[config.mk]
export PLATFORM = sky130hd
export DESIGN_NAME = memwb_pipe_flat
export DESIGN_NICKNAME = d
export VERILOG_FILES = /design/src/rtl/memwb_pipe_if.sv /design/src/rtl/memwb_pipe.sv /design/src/flat_wrapper.sv
export SDC_FILE = /design/constraint.sdc
export NUM_CORES = 1
export LEC_CHECK = 0
export CAP_MARGIN = 0
export CORE_UTILIZATION = 35
export DETAILED_ROUTE_END_ITERATION = 10
export GPL_TIMING_DRIVEN = 1
export PLACE_DENSITY = 0.62
export RECOVER_POWER = 50
export SYNTH_ARGS = -nofsm -noshare
export SYNTH_HDL_FRONTEND = slang
export SYNTH_SLANG_ARGS = --single-unit
[constraint.sdc]
create_clock -name clk -period 1.65 [get_ports clk]
set_input_delay 0.33 -clock clk [delete_from_list [all_inputs] [get_ports clk]]
set_output_delay 0.33 -clock clk [all_outputs]
set_load 0.02 [all_outputs]
[src/rtl/memwb_pipe_if.sv]
// rtl/memwb_pipe_if.sv - MEM/WB stage handshake bundle: upstream capture side, head/write-back side, flush.
interface memwb_pipe_if #(
  parameter int DATA_W  = 32,
  parameter int RADDR_W = 5,
  parameter int CNT_W   = 16
);
  logic               flush;
  logic               in_valid;
  logic               in_ready;
  logic               in_reg_write;
  logic               in_mem_to_reg;
  logic [DATA_W-1:0]  in_read_data;
  logic [DATA_W-1:0]  in_alu_result;
  logic [RADDR_W-1:0] in_rd;
  logic               out_valid;
  logic               out_ready;
  logic               out_reg_write;
  logic               out_mem_to_reg;
  logic [DATA_W-1:0]  out_read_data;
  logic [DATA_W-1:0]  out_alu_result;
  logic [RADDR_W-1:0] out_rd;
  logic [DATA_W-1:0]  wb_data;
  logic               wb_en;
  logic [CNT_W-1:0]   stall_cnt;

  modport master (
    output flush, in_valid, in_reg_write, in_mem_to_reg, in_read_data, in_alu_result, in_rd,
    output out_ready,
    input  in_ready, out_valid, out_reg_write, out_mem_to_reg, out_read_data, out_alu_result,
    input  out_rd, wb_data, wb_en, stall_cnt
  );

  modport slave (
    input  flush, in_valid, in_reg_write, in_mem_to_reg, in_read_data, in_alu_result, in_rd,
    input  out_ready,
    output in_ready, out_valid, out_reg_write, out_mem_to_reg, out_read_data, out_alu_result,
    output out_rd, wb_data, wb_en, stall_cnt
  );
endinterface

[src/rtl/memwb_pipe.sv]
// rtl/memwb_pipe.sv - MEM/WB stage register with valid/ready, flush, optional skid entry and write-back mux.
module memwb_pipe #(
  parameter int DATA_W  = 32,
  parameter int RADDR_W = 5,
  parameter int SKID    = 1,
  parameter int CNT_W   = 16
) (
  input  logic         clk,
  input  logic         rst_n,
  memwb_pipe_if.slave  bus
);

  typedef enum logic [1:0] {
    EMPTY = 2'd0,
    ONE   = 2'd1,
    TWO   = 2'd2
  } state_t;

  typedef struct packed {
    logic               reg_write;
    logic               mem_to_reg;
    logic [DATA_W-1:0]  read_data;
    logic [DATA_W-1:0]  alu_result;
    logic [RADDR_W-1:0] rd;
  } entry_t;

  state_t           state, state_n;
  entry_t           main_q, skid_q, in_entry;
  logic             out_valid, accept, consume;
  logic             load_main, load_skid, skid_to_main;
  logic [CNT_W-1:0] stall_q;

  // Writes to x0 are architecturally void, so they are neutered at capture.
  always_comb begin
    in_entry.reg_write  = bus.in_reg_write & (bus.in_rd != '0);
    in_entry.mem_to_reg = bus.in_mem_to_reg;
    in_entry.read_data  = bus.in_read_data;
    in_entry.alu_result = bus.in_alu_result;
    in_entry.rd         = bus.in_rd;
  end

  assign out_valid = (state != EMPTY);
  assign accept    = bus.in_valid & bus.in_ready;
  assign consume   = out_valid & bus.out_ready;

  generate
    if (SKID != 0) begin : g_skid
      logic in_ready_q;
      // Registered ready: low exactly while both entries are occupied.
      always_ff @(posedge clk or negedge rst_n) begin
        if (!rst_n) in_ready_q <= 1'b1;
        else        in_ready_q <= (state_n != TWO);
      end
      assign bus.in_ready = in_ready_q;
    end else begin : g_single
      assign bus.in_ready = ~out_valid | bus.out_ready;
    end
  endgenerate

  always_comb begin
    state_n      = state;
    load_main    = 1'b0;
    load_skid    = 1'b0;
    skid_to_main = 1'b0;
    if (bus.flush) begin
      state_n = EMPTY;
    end else begin
      case (state)
        EMPTY: begin
          if (accept) begin
            state_n   = ONE;
            load_main = 1'b1;
          end
        end
        ONE: begin
          // Without a skid entry, accept in ONE already implies consume.
          if (accept && consume) begin
            load_main = 1'b1;
          end else if (accept) begin
            state_n   = TWO;
            load_skid = 1'b1;
          end else if (consume) begin
            state_n = EMPTY;
          end
        end
        TWO: begin
          if (consume) begin
            state_n      = ONE;
            skid_to_main = 1'b1;
          end
        end
        default: state_n = EMPTY;
      endcase
    end
  end

  always_ff @(posedge clk or negedge rst_n) begin
    if (!rst_n) state <= EMPTY;
    else        state <= state_n;
  end

  always_ff @(posedge clk or negedge rst_n) begin
    if (!rst_n)            main_q <= '0;
    else if (load_main)    main_q <= in_entry;
    else if (skid_to_main) main_q <= skid_q;
  end

  always_ff @(posedge clk or negedge rst_n) begin
    if (!rst_n)         skid_q <= '0;
    else if (load_skid) skid_q <= in_entry;
  end

  always_ff @(posedge clk or negedge rst_n) begin
    if (!rst_n) begin
      stall_q <= '0;
    end else if (out_valid && !bus.out_ready && (stall_q != {CNT_W{1'b1}})) begin
      stall_q <= stall_q + CNT_W'(1);
    end
  end

  assign bus.out_valid      = out_valid;
  assign bus.out_reg_write  = main_q.reg_write;
  assign bus.out_mem_to_reg = main_q.mem_to_reg;
  assign bus.out_read_data  = main_q.read_data;
  assign bus.out_alu_result = main_q.alu_result;
  assign bus.out_rd         = main_q.rd;
  assign bus.wb_data        = main_q.mem_to_reg ? main_q.read_data : main_q.alu_result;
  assign bus.wb_en          = out_valid & bus.out_ready & main_q.reg_write;
  assign bus.stall_cnt      = stall_q;

endmodule

[src/flat_wrapper.sv]
// flat-port wrapper written by rule: the top's interface ports become plain ports
module memwb_pipe_flat 
#(
  parameter int DATA_W  = 32,
  parameter int RADDR_W = 5,
  parameter int SKID    = 1,
  parameter int CNT_W   = 16
)
  (clk, rst_n, bus_flush, bus_in_valid, bus_in_reg_write, bus_in_mem_to_reg, bus_in_read_data, bus_in_alu_result, bus_in_rd, bus_out_ready, bus_in_ready, bus_out_valid, bus_out_reg_write, bus_out_mem_to_reg, bus_out_read_data, bus_out_alu_result, bus_out_rd, bus_wb_data, bus_wb_en, bus_stall_cnt);
  memwb_pipe_if #(.DATA_W(DATA_W), .RADDR_W(RADDR_W), .CNT_W(CNT_W)) bus_i ();
  input  logic clk;
  input  logic rst_n;
  input wire logic [$bits(bus_i.flush)-1:0] bus_flush;
  input wire logic [$bits(bus_i.in_valid)-1:0] bus_in_valid;
  input wire logic [$bits(bus_i.in_reg_write)-1:0] bus_in_reg_write;
  input wire logic [$bits(bus_i.in_mem_to_reg)-1:0] bus_in_mem_to_reg;
  input wire logic [$bits(bus_i.in_read_data)-1:0] bus_in_read_data;
  input wire logic [$bits(bus_i.in_alu_result)-1:0] bus_in_alu_result;
  input wire logic [$bits(bus_i.in_rd)-1:0] bus_in_rd;
  input wire logic [$bits(bus_i.out_ready)-1:0] bus_out_ready;
  output wire logic [$bits(bus_i.in_ready)-1:0] bus_in_ready;
  output wire logic [$bits(bus_i.out_valid)-1:0] bus_out_valid;
  output wire logic [$bits(bus_i.out_reg_write)-1:0] bus_out_reg_write;
  output wire logic [$bits(bus_i.out_mem_to_reg)-1:0] bus_out_mem_to_reg;
  output wire logic [$bits(bus_i.out_read_data)-1:0] bus_out_read_data;
  output wire logic [$bits(bus_i.out_alu_result)-1:0] bus_out_alu_result;
  output wire logic [$bits(bus_i.out_rd)-1:0] bus_out_rd;
  output wire logic [$bits(bus_i.wb_data)-1:0] bus_wb_data;
  output wire logic [$bits(bus_i.wb_en)-1:0] bus_wb_en;
  output wire logic [$bits(bus_i.stall_cnt)-1:0] bus_stall_cnt;
  assign bus_i.flush = bus_flush;
  assign bus_i.in_valid = bus_in_valid;
  assign bus_i.in_reg_write = bus_in_reg_write;
  assign bus_i.in_mem_to_reg = bus_in_mem_to_reg;
  assign bus_i.in_read_data = bus_in_read_data;
  assign bus_i.in_alu_result = bus_in_alu_result;
  assign bus_i.in_rd = bus_in_rd;
  assign bus_i.out_ready = bus_out_ready;
  assign bus_in_ready = bus_i.in_ready;
  assign bus_out_valid = bus_i.out_valid;
  assign bus_out_reg_write = bus_i.out_reg_write;
  assign bus_out_mem_to_reg = bus_i.out_mem_to_reg;
  assign bus_out_read_data = bus_i.out_read_data;
  assign bus_out_alu_result = bus_i.out_alu_result;
  assign bus_out_rd = bus_i.out_rd;
  assign bus_wb_data = bus_i.wb_data;
  assign bus_wb_en = bus_i.wb_en;
  assign bus_stall_cnt = bus_i.stall_cnt;
  memwb_pipe #(.DATA_W(DATA_W), .RADDR_W(RADDR_W), .SKID(SKID), .CNT_W(CNT_W)) u_core (.clk(clk), .rst_n(rst_n), .bus(bus_i));
endmodule
==> results.yml, run 1 <==
cts:
  cts_sinks: 161
  numCtsBuffers: 17
  root_buffer: "clkbuf_16"
  clockBufferDepth: 2
  htree_levels: 4
  cts_tree: "yes"
  clk_latency_ps: 420
  clk_pin_slew_ps: 60
global_route:
  grt_first_pass_wirelength_um: 33400
  grt_overflow: 0
  antenna_found_initial: 0
  grt_usage: 0.202
  first_global_vias: 6082
  grt_max_degree: 41
timing:
  finalCriticalPeriod_ps: 1860
  fin_setup_tns_ps: -15240
  rsz0062_at_grt: "yes"
  slew_violations: 0
  worst_slew_pin_slew_ps: 805
  max-slew-margin-rel: 0.463
  setup_ws_ps: -212
  final.period_utilization: 1.13
  hold_viol_final: 0
  skew_ps: 11.0
  max_clock_freq_mhz: 537
  setup_viol: 168
  fin_hold_ws_ps: 476
layout:
  syn2layout_area_growth_pct: 65.1
  multiInputGateArea_um2: 3620
  drive_gt1_frac: 0.455
  fillers: 1605
  final-seq-area_um2: 4030
  layout.nets: 949
  final_cells: 1155
  final_core_util: 0.588
  n_antenna_cell: 0
  regMostFlops: "u_core.skid_q"
  largest_reg_flops: 71
critical_path:
  critPathCaptureType: "output pin"
  max_stage_delay_ps: 410
  r2r-start: "u_core.state[1]"
  worstSetupStartpointType: "flop"
  crit_end: "bus_wb_data[31]"
  r2r_end: "u_core.bus.out_alu_result[27]"
  r2r_slack_ps: -190
  crit_start: "u_core.bus.out_mem_to_reg"
  path_max_fanout: 19
  cpMaxStageDelayCell: "dfrtp_2"
  rr_worst_depth: 9
  path_class: "reg2out"
  critPathArrivalTime_ps: 1530
  critical_path_required_ps: 1320
  crit_chain: "buf_12 -> mux2_2 -> buf_4"
min_path:
  hold_class: "reg2reg"
  hp-start: "u_core.bus.out_rd[4]"
synthesis:
  synth-compound-area-share: 0.0705
  synthArstFlopShare: 1.00
  synth_fa_ha_area_frac: 0.00174
  synthFlopType: "dfrtp_1"
  synth_top_family_by_area: "multiplexers"
  syn-num-nets: 662
  ys_ff_latch: 161
  ys_seq_area_frac: 0.560
  synth_edf_count: 0
  netlist_area_um2: 7200
  avgSynthCellArea_um2: 12.3
  synth_cells: 585
  synthDistinctLibCells: 45
  synth_xor_xnor_area_share: 0.0158
  muxShareOfSynthArea: 0.255
  yosys_warnings: 0
  synth-simple-area-share: 0.0724
detailed_routing:
  routed_via_density: 5.01
  wl_um: 21600
  drtIter0Drc: 138
  ant_nets: 0
  route.detailed.drc: 0
  wl_per_cell_um: 18.7
  drt_pass1_iterations: 4
  dr_total_vias: 5781
outcome:
  status: "finished, violations left"
  violations: "setup timing"
pwr:
  fin_total_pwr_w: 0.0143
  ir_drop_v: 0.000756
  powerDensity_nw_per_um2: 1200
  leakage_nw: 5.44
die:
  dieArea_um2: 21200
  die_x_um: 145
  core_um2: 20200
  num_rows: 52
  start_util: 0.356
  io_pins: 198
  die-height_um: 145
placement:
  io_buffers: 197
  place_congestion: 0.812
  dp_cells: 1077
  dp_hpwl_um: 12800
run:
  cap_violations: 0
[metrics by stage]
step / worst slack [ps] / instance area (um2)
final: -212 / 11900
after global routing: -262 / 11900
after CTS: -370 / 11300
after detailed placement: -391 / 10000
after global placement: -336 / 10000
after floorplan: -125 / 7230
[layout make-up]
class / count / area share
Tap cell: 270 / 0.0284
Sequential cell: 161 / 0.339
Multi-Input combinational cell: 384 / 0.304
Inverter: 3 / 0.000947
Clock buffer: 19 / 0.0381
Clock inverter: 13 / 0.0194
Timing Repair Buffer: 305 / 0.270
[layer usage]
layer / share of wire / up-vias / GRT usage
met5: 0 / - / 0
met1: 0.44 / 2937 / 0.258
met4: 0.016 / 0 / 0.0711
met3: 0.039 / 25 / 0.0373
li1: - / 2658 / -
met2: 0.51 / 161 / 0.342
[cells in the mapped netlist (2+ instances only)]
| cell | instances | area (um2) |
|---|---|---|
| o21ai_1 | 67 | 335 |
| dfrtp_1 | 160 | 4000 |
| clkbuf_1 | 13 | 48.8 |
| nand4_1 | 3 | 18.8 |
| or3_1 | 2 | 12.5 |
| a21oi_1 | 3 | 15.0 |
| a22o_1 | 3 | 26.3 |
| mux2_2 | 102 | 1150 |
| a21o_1 | 3 | 22.5 |
| nor2b_1 | 2 | 12.5 |
| xor2_1 | 2 | 17.5 |
| o311ai_1 | 2 | 17.5 |
| nand2_1 | 73 | 274 |
| nand3_1 | 5 | 25.0 |
| o21ai_0 | 3 | 15.0 |
| mux2i_1 | 67 | 671 |
| nand4b_1 | 2 | 17.5 |
| xnor2_1 | 11 | 96.3 |
| inv_1 | 3 | 11.3 |
| buf_2 | 22 | 110 |
| nor2_1 | 9 | 33.8 |
| a31oi_1 | 2 | 12.5 |
| and3_1 | 4 | 25.0 |
[power breakdown]
group          leakage, nW  switching [W]  total (W)  internal, W
clock network        0.337        0.00163    0.00456      0.00293
logic                 3.10        0.00209    0.00420      0.00212
registers             2.00       0.000620    0.00550      0.00488
[worst min-delay path by stage]
stage                                    to  cells past startpoint
2_1_floorplan  u_core.bus.out_alu_result[0]                      0
3_3_place_gp    u_core.bus.out_read_data[4]                      1
3_5_place_dp   u_core.bus.out_alu_result[2]                      1
4_1_cts        u_core.bus.out_alu_result[2]                      2
5_1_grt        u_core.bus.out_alu_result[5]                      3
6_report               u_core.bus.out_rd[4]                      1
[critical path: cells and delay by family (launching register included)]
kind / cells / cell delay, ps
buffers and inverters: 2 / 350
multiplexers: 1 / 360
flip-flops: 1 / 410
[cells in the final DEF (no fill, tap or decap), types with 4 or more instances in the layout]
cell type        synthesis  layout
nor2_1                   9       6
clkbuf_16                0      23
mux2i_1                 67      62
buf_8                    0       7
buf_16                   0      12
nand2_1                 73      13
clkdlybuf4s50_1          0      73
mux2_4                   1       4
o21ai_1                 67      25
nand2_4                  0      36
buf_4                    1      52
dfrtp_1                160     158
mux2_2                 102      99
nand3_1                  5       5
dlygate4sd2_1            0      86
nand2_2                  0      24
buf_6                    0      21
buf_12                   0      17
o21ai_2                  0      41
bufinv_16                0       6
xnor2_1                 11      11
buf_2                   22      26
[kinds of logic after synthesis]
group,after synthesis
muxes,170
DFF,161
and+or+nand+nor,110
AOI/OAI and AO/OA,90
buffers and inverters,40
xor gates and xnor gates,13
adders and majority gates,1
[repair_timing]
item / in CTS / in global routing
hold endpoints to repair: 24 / 0
pin swaps: 25 / 67
setup buffers: 26 / 6
hold buffers: 1 / 0
setup endpoints to repair: 185 / 187
gates cloned: 15 / 6
gates resized for setup: 291 / 158
Power figures use the tool's default switching activity.
==> run 2, diff against run 1 <==
--- a/config.mk
+++ b/config.mk
@@ -11,6 +11,7 @@
 export GPL_TIMING_DRIVEN = 1
 export PLACE_DENSITY = 0.62
 export RECOVER_POWER = 50
+export SLEW_MARGIN = 20
 export SYNTH_ARGS = -nofsm -noshare
 export SYNTH_HDL_FRONTEND = slang
 export SYNTH_SLANG_ARGS = --single-unit
==> results of run 2 <==
The final DEF is identical to that of run 1; final timing and power are the same.
==> run 3, diff against run 2 <==
--- a/config.mk
+++ b/config.mk
@@ -7,6 +7,7 @@
 export LEC_CHECK = 0
 export CAP_MARGIN = 0
 export CORE_UTILIZATION = 35
+export CTS_CLUSTER_DIAMETER = 40
 export DETAILED_ROUTE_END_ITERATION = 10
 export GPL_TIMING_DRIVEN = 1
 export PLACE_DENSITY = 0.62
==> results of run 3 <==
The final DEF is identical to that of run 1; final timing and power are the same.
